===== src/rtl/mp_add_seq.sv =====
// Multi-precision add/subtract sequencer. It streams operand word pairs, least-significant
// word first, through one 32-bit carry-select adder and chains the carry in a flop.
module mp_add_seq #(
  parameter int DW    = 32,
  parameter int LEN_W = 4
) (
  input  logic             clk,
  input  logic             rst_n,
  input  logic             start,
  input  logic [LEN_W-1:0] len,
  input  logic             sub,
  input  logic             cin_ext,
  output logic             busy,
  input  logic             in_valid,
  output logic             in_ready,
  input  logic [DW-1:0]    in_a,
  input  logic [DW-1:0]    in_b,
  output logic             out_valid,
  input  logic             out_ready,
  output logic [DW-1:0]    out_sum,
  output logic             out_last,
  output logic             done,
  output logic             flag_out
);

  // Handshake: a word moves on any rising edge where valid and ready are both high.
  // The producer holds its word until then. Ready never depends on valid.
  typedef enum logic {IDLE = 1'b0, RUN = 1'b1} state_t;

  localparam int HW = DW / 2;

  state_t           state_q, state_d;
  logic [LEN_W-1:0] cnt_q;
  logic             op_q;
  logic             carry_q;
  logic [DW-1:0]    sum_q;
  logic             valid_q, last_q, done_q, flag_q;

  logic             in_hs, out_hs, cmd_ok;
  logic [DW-1:0]    add_a, add_b, add_sum;
  logic             add_cout;
  logic [HW:0]      lo_sum, hi_sum0, hi_sum1;

  assign cmd_ok   = (state_q == IDLE) && start && (len != '0);
  assign in_ready = (state_q == RUN) && (cnt_q != '0) && (!valid_q || out_ready);
  assign in_hs    = in_valid && in_ready;
  assign out_hs   = valid_q && out_ready;

  // Subtraction adds the inverted B operand. The carry flop was preloaded with 1 at start.
  assign add_a = in_a;
  assign add_b = in_b ^ {DW{op_q}};

  // Carry-select: compute the upper half for both carry-ins, then pick one with the lower carry.
  assign lo_sum   = {1'b0, add_a[HW-1:0]} + {1'b0, add_b[HW-1:0]} + {{HW{1'b0}}, carry_q};
  assign hi_sum0  = {1'b0, add_a[DW-1:HW]} + {1'b0, add_b[DW-1:HW]};
  assign hi_sum1  = hi_sum0 + {{HW{1'b0}}, 1'b1};
  assign add_sum  = {(lo_sum[HW] ? hi_sum1[HW-1:0] : hi_sum0[HW-1:0]), lo_sum[HW-1:0]};
  assign add_cout = lo_sum[HW] ? hi_sum1[HW] : hi_sum0[HW];

  always_comb begin
    state_d = state_q;
    case (state_q)
      IDLE:    if (cmd_ok) state_d = RUN;
      RUN:     if (out_hs && last_q) state_d = IDLE;
      default: state_d = IDLE;
    endcase
  end

  always_ff @(posedge clk or negedge rst_n) begin
    if (!rst_n) begin
      state_q <= IDLE;
      cnt_q   <= '0;
      op_q    <= 1'b0;
      carry_q <= 1'b0;
      sum_q   <= '0;
      valid_q <= 1'b0;
      last_q  <= 1'b0;
      done_q  <= 1'b0;
      flag_q  <= 1'b0;
    end else begin
      state_q <= state_d;
      done_q  <= (state_q == RUN) && out_hs && last_q;
      if (cmd_ok) begin
        cnt_q   <= len;
        op_q    <= sub;
        carry_q <= sub ? 1'b1 : cin_ext;
        flag_q  <= 1'b0;
      end
      if (in_hs) begin
        sum_q   <= add_sum;
        carry_q <= add_cout;
        valid_q <= 1'b1;
        last_q  <= (cnt_q == LEN_W'(1));
        cnt_q   <= cnt_q - LEN_W'(1);
        if (cnt_q == LEN_W'(1)) flag_q <= op_q ? ~add_cout : add_cout;
      end else if (out_hs) begin
        valid_q <= 1'b0;
        last_q  <= 1'b0;
      end
    end
  end

  assign busy      = (state_q == RUN);
  assign out_valid = valid_q;
  assign out_sum   = sum_q;
  assign out_last  = last_q;
  assign done      = done_q;
  assign flag_out  = flag_q;

endmodule


===== config.mk =====
export PLATFORM = sky130hd
export DESIGN_NAME = mp_add_seq
export DESIGN_NICKNAME = d
export VERILOG_FILES = /design/src/rtl/mp_add_seq.sv
export SDC_FILE = /design/constraint.sdc
export NUM_CORES = 1
export LEC_CHECK = 0
export CORE_MARGIN = 2
export CORE_UTILIZATION = 53
export DETAILED_ROUTE_END_ITERATION = 10
export PLACE_DENSITY = 0.95
export SYNTH_ARGS = -nofsm -noshare
export SYNTH_HDL_FRONTEND = slang
export SYNTH_SLANG_ARGS = --single-unit

===== constraint.sdc =====
create_clock -name clk -period 9.5 [get_ports clk]
set_input_delay 1.9 -clock clk [delete_from_list [all_inputs] [get_ports clk]]
set_output_delay 1.9 -clock clk [all_outputs]
set_load 0.03 [all_outputs]

After elaboration in Yosys (flattened, before gate mapping)
Index checks and enable logic that the tools add are counted.
Operators by class
  add/sub/neg operators: 5
  equal/unequal tests: 1
  muxes and demuxes: 17
  bitwise gates (word level): 3
  reduce and logical (&&, ||, !) cells: 15
Operators with widths (count)
  $add 16x16->17: 2
  $xor 32x32->32: 1
  $add 17x1->17: 1
  $add 17x1->17 const B: 1
  $mux 16: 1
  $mux 1: 13
  $logic_and 1x1->1: 9
  $mux 4: 2
  $reduce_bool 4->1: 2
  $eq 4x1->1 const B: 1
  $reduce_bool 2->1: 2
  $sub 4x1->4 const B: 1
  $not 1->1: 2
  $pmux 1 s2: 1
  $logic_not 1->1: 1
  $logic_or 1x1->1: 1
Word-level totals
  register bits after elaboration: 43
  output and inout bits: 38
  word-level logic and storage cells: 50

Logic depth before layout (Yosys ltp)
  depth after elaboration: 8
  mapped depth: 15
  gate-level depth less buffers: 13

Worst setup path before layout
Ideal clock, no wire load.
  path kind: input -> register
  from: in in_b[0]
  to: reg sum_q[31] (netlist: out_sum[31])
  arrival: 4578 ps
  path slack: 4788 ps
  stages: 13
  cell sequence: xor2_1 fa_1 inv_1 fa_1 nor2b_4 o31a_1 or4_1 a221o_1 a211oi_4 nor3_1 nand3_1 xor2_1 o21ai_0
Between the ends
  word-level cells in the longest chain between the ends: 4
RTL lines
  start, declared: RTL line 17  | input logic [DW-1:0] in_b,
  $xor 32x32->32: RTL line 51  | assign add_b = in_b ^ {DW{op_q}};
  $add 16x16->17: RTL line 54  | assign lo_sum = {1'b0, add_a[HW-1:0]} + {1'b0, add_b[HW-1:0]} + {{HW{1'b0}}, carry_q};
  $add 17x1->17: RTL line 54
  $mux 16: RTL line 57  | assign add_sum = {(lo_sum[HW] ? hi_sum1[HW-1:0] : hi_sum0[HW-1:0]), lo_sum[HW-1:0]};
  end signal, assigned: RTL line 90  | sum_q <= add_sum;
  end, declared: RTL line 36  | logic [DW-1:0] sum_q;
No other way between the ends.
A chain may end at the register's enable or synchronous reset.

Worst setup path after layout
  from: in out_ready
  to: out in_ready
Between the ends
  word-level cells in the longest chain between the ends: 2
RTL lines
  start, declared: RTL line 19  | input logic out_ready,
  $logic_or 1x1->1: RTL line 45  | assign in_ready = (state_q == RUN) && (cnt_q != '0) && (!valid_q || out_ready);
  $logic_and 1x1->1: RTL line 45
  end, declared: RTL line 15  | output logic in_ready,
No other way between the ends.

==> flow_summary.yaml <==
cts:
  cts.repair.resized: 0
  cts_tree: "built"
  cts-root-buf: "clkbuf_8"
  cts_setup_buffers: 0
  clock_sinks: 43
  cts.path.max_buffers: 2
  cts_made_buffers: 5
  worstSkewPairLatency_ns: 0.30
  clk_pin_slew_worst_paths_ns: 0.08
  cts_max_level: 2
  ctsHoldBuffers: 0
finish:
  syn_to_final_growth_pct: 33.3
  antenna_cells: 0
  final_design_area_no_fill_mm2: 0.00522
  n_fill_cell: 542
  final-instance-count-excl-fill: 665
  drive_gt1_share_pct: 5.12
  nets: 679
global_route:
  grt_pass1_vias: 3815
  grt_max_degree: 75
  gr-usage-all-layers_pct: 25.0
  grt_overflow: 0
  grt_first_pass_wirelength_um: 16900
  antenna_found_initial: 0
yosys:
  ys_seq_area_share_pct: 27.5
  synth_nets: 575
  synth.most_common_cell: "nand2_1"
  yosysWarnings: 0
  synth_edf_count: 0
  synthCells: 461
  synth_area_leader_cell: "dfrtp_1"
  yosysTopAreaCellShare_pct: 27.5
  syn_avg_cell_area_um2: 8.50
  synth_common_cells: "nand2_1, xor2_1, dfrtp_1, o21ai_0, ha_1"
  syn-cell-area_mm2: 0.00392
  ys_async_sr_fraction_pct: 100
  ys_top_cells_by_area: "dfrtp_1, ha_1, xor2_1, nand2_1, o21ai_0"
  ys_ff_latch: 43
  ys_types: 59
  synthFlopType: "dfrtp_1"
worst_setup_path:
  worstPathMaxFanout: 3
  path_class: "in2out"
  critPathCaptureType: "output port"
  arrival_ns: 3.39
  start_kind: "input pin"
  cp_data_required_time_ns: 7.60
placement:
  port_buffers: 112
  gp_congestion: 0.902
  dp.cells: 657
  hpwlAfterDp_um: 7980
  place_area_mm2: 0.00511
route:
  via_per_inst: 5.66
  ant_nets: 0
  drtIter0Drc: 127
  drtPass1Iterations: 5
  drc: 0
  wl_um: 10000
  vias: 3765
  avgRoutedWirePerCell_um: 15.0
sta:
  finalHoldViolCount: 0
  fmaxAchievable_mhz: 189
  rsz0062_at_grt: "no"
  worst_pin_slew_ns: 1.15
  skew_ns: 0.00497
  finalCritPeriodShare_pct: 55.7
  fin_tns_setup_ns: 0
  finalSetupViolations: 0
  min_period_ns: 5.29
  slew_headroom_pct: 23.4
  drv_slew: 0
power:
  p_sw_share_pct: 50.4
  power.internal_uw: 986
  combPwrFrac_pct: 74.2
  net-switching-power_uw: 1000
  p_clk_share_pct: 7.5
  ir_worst_vdd_mv: 0.207
  power.density_mw_per_mm2: 381
  leakage_uw: 0.00231
  seqPwrFrac_pct: 18.3
floorplan:
  num_rows: 31
  ios: 113
  die_h_um: 90.0
  die-area_mm2: 0.00810
  die_x_um: 90.0
  initial_utilization_pct: 54.3
  core_area_mm2: 0.00721
run_status:
  outcome: "finished clean"
hold_path:
  min_path_type: "reg2reg"
job:
  drv_cap: 0
## area by class of cell
| cell class | instances | area [um2] | share of cell area (%) |
|---|---|---|---|
| Clock buffer | 6 | 82.6 | 1.58 |
| Clock inverter | 2 | 35.0 | 0.671 |
| Inverter | 21 | 78.8 | 1.51 |
| Multi-Input combinational cell | 382 | 2710 | 51.9 |
| Sequential cell | 43 | 1080 | 20.6 |
| Tap cell | 99 | 124 | 2.37 |
| Timing Repair Buffer | 112 | 1120 | 21.4 |
## per-layer routing
layer  up-vias  routed length, um  track usage, %
met2       118               5130            46.7
met4         0                217            7.44
met5         -                  0               0
met3        22                438            4.02
li1       1840                  -               -
met1      1785               4220            29.5
## through the flow
stage	utilization, %	hold WS [ns]	setup slack, ns	power (uW)
after floorplan	-	0.502	4.79	1420
after global placement	70.8	0.461	4.15	1760
after detailed placement	70.8	0.474	3.93	1820
after CTS	72.4	0.492	4.20	1980
after global routing	72.4	0.524	3.98	2160
final	72.4	0.487	4.21	1990
## placed cells by master, fill, tap and decap left out, drive strengths merged, types with 7 or more instances in the layout
master / instances
nor2: 20
ha: 36
xnor2: 21
a21o: 14
a21oi: 20
nand2: 63
nand2b: 7
nand4: 7
nand3: 15
clkdlybuf4s50: 111
nor3: 7
dfrtp: 43
inv: 21
a211oi: 9
o21ai: 44
xor2: 51
## critical path, stage by stage
cell and delay, ns:
clkdlybuf4s50_1 0.47, nand2b_1 0.13, o211a_1 0.21, clkdlybuf4s50_1 0.69
## power groups by stage
stage | Combinational [uW] | Clock (uW) | Sequential, uW
finish | 1480 | 148 | 364
global route | 1620 | 158 | 377
CTS | 1470 | 149 | 364
detailed placement | 1450 | 0 | 368
global placement | 1400 | 0 | 362
floorplan | 951 | 0 | 468
## logic make-up (layout without fill, tap and decap cells)
kind of cell               count (synthesis)  count (layout)  synth area share (%)
AOI/OAI and AO/OA                        123             123                  20.8
xor gates and xnor gates                  72              72                  16.1
adders and majority gates                 39              39                  13.0
buffers and inverters                     36             141                  3.45
DFF                                       43              43                  27.5
muxes                                      4               4                  1.12
and+or+nand+nor                          144             144                  18.0
## sequential cells by signal (all words and copies together) (netlist names)
register	count
op_q	1
flag_out	1
out_valid	1
cnt_q	4
out_last	1
busy	1
out_sum	32
done	1
carry_q	1
## final timing paths
| path | start | endpoint | slack, ns | cells after the start |
|---|---|---|---|---|
| min in group asynchronous | rst_n | out_sum[13] | 1.75 | 1 |
| max reg2reg | op_q | out_sum[23] | 5.27 | 13 |
| max in group asynchronous | rst_n | op_q | 7.11 | 1 |
| max | out_ready | in_ready | 4.21 | 4 |
| min reg2reg | out_sum[21] | out_sum[21] | 0.49 | 2 |
| min | out_sum[21] | out_sum[21] | 0.49 | 2 |
Power figures use the tool's default switching activity.
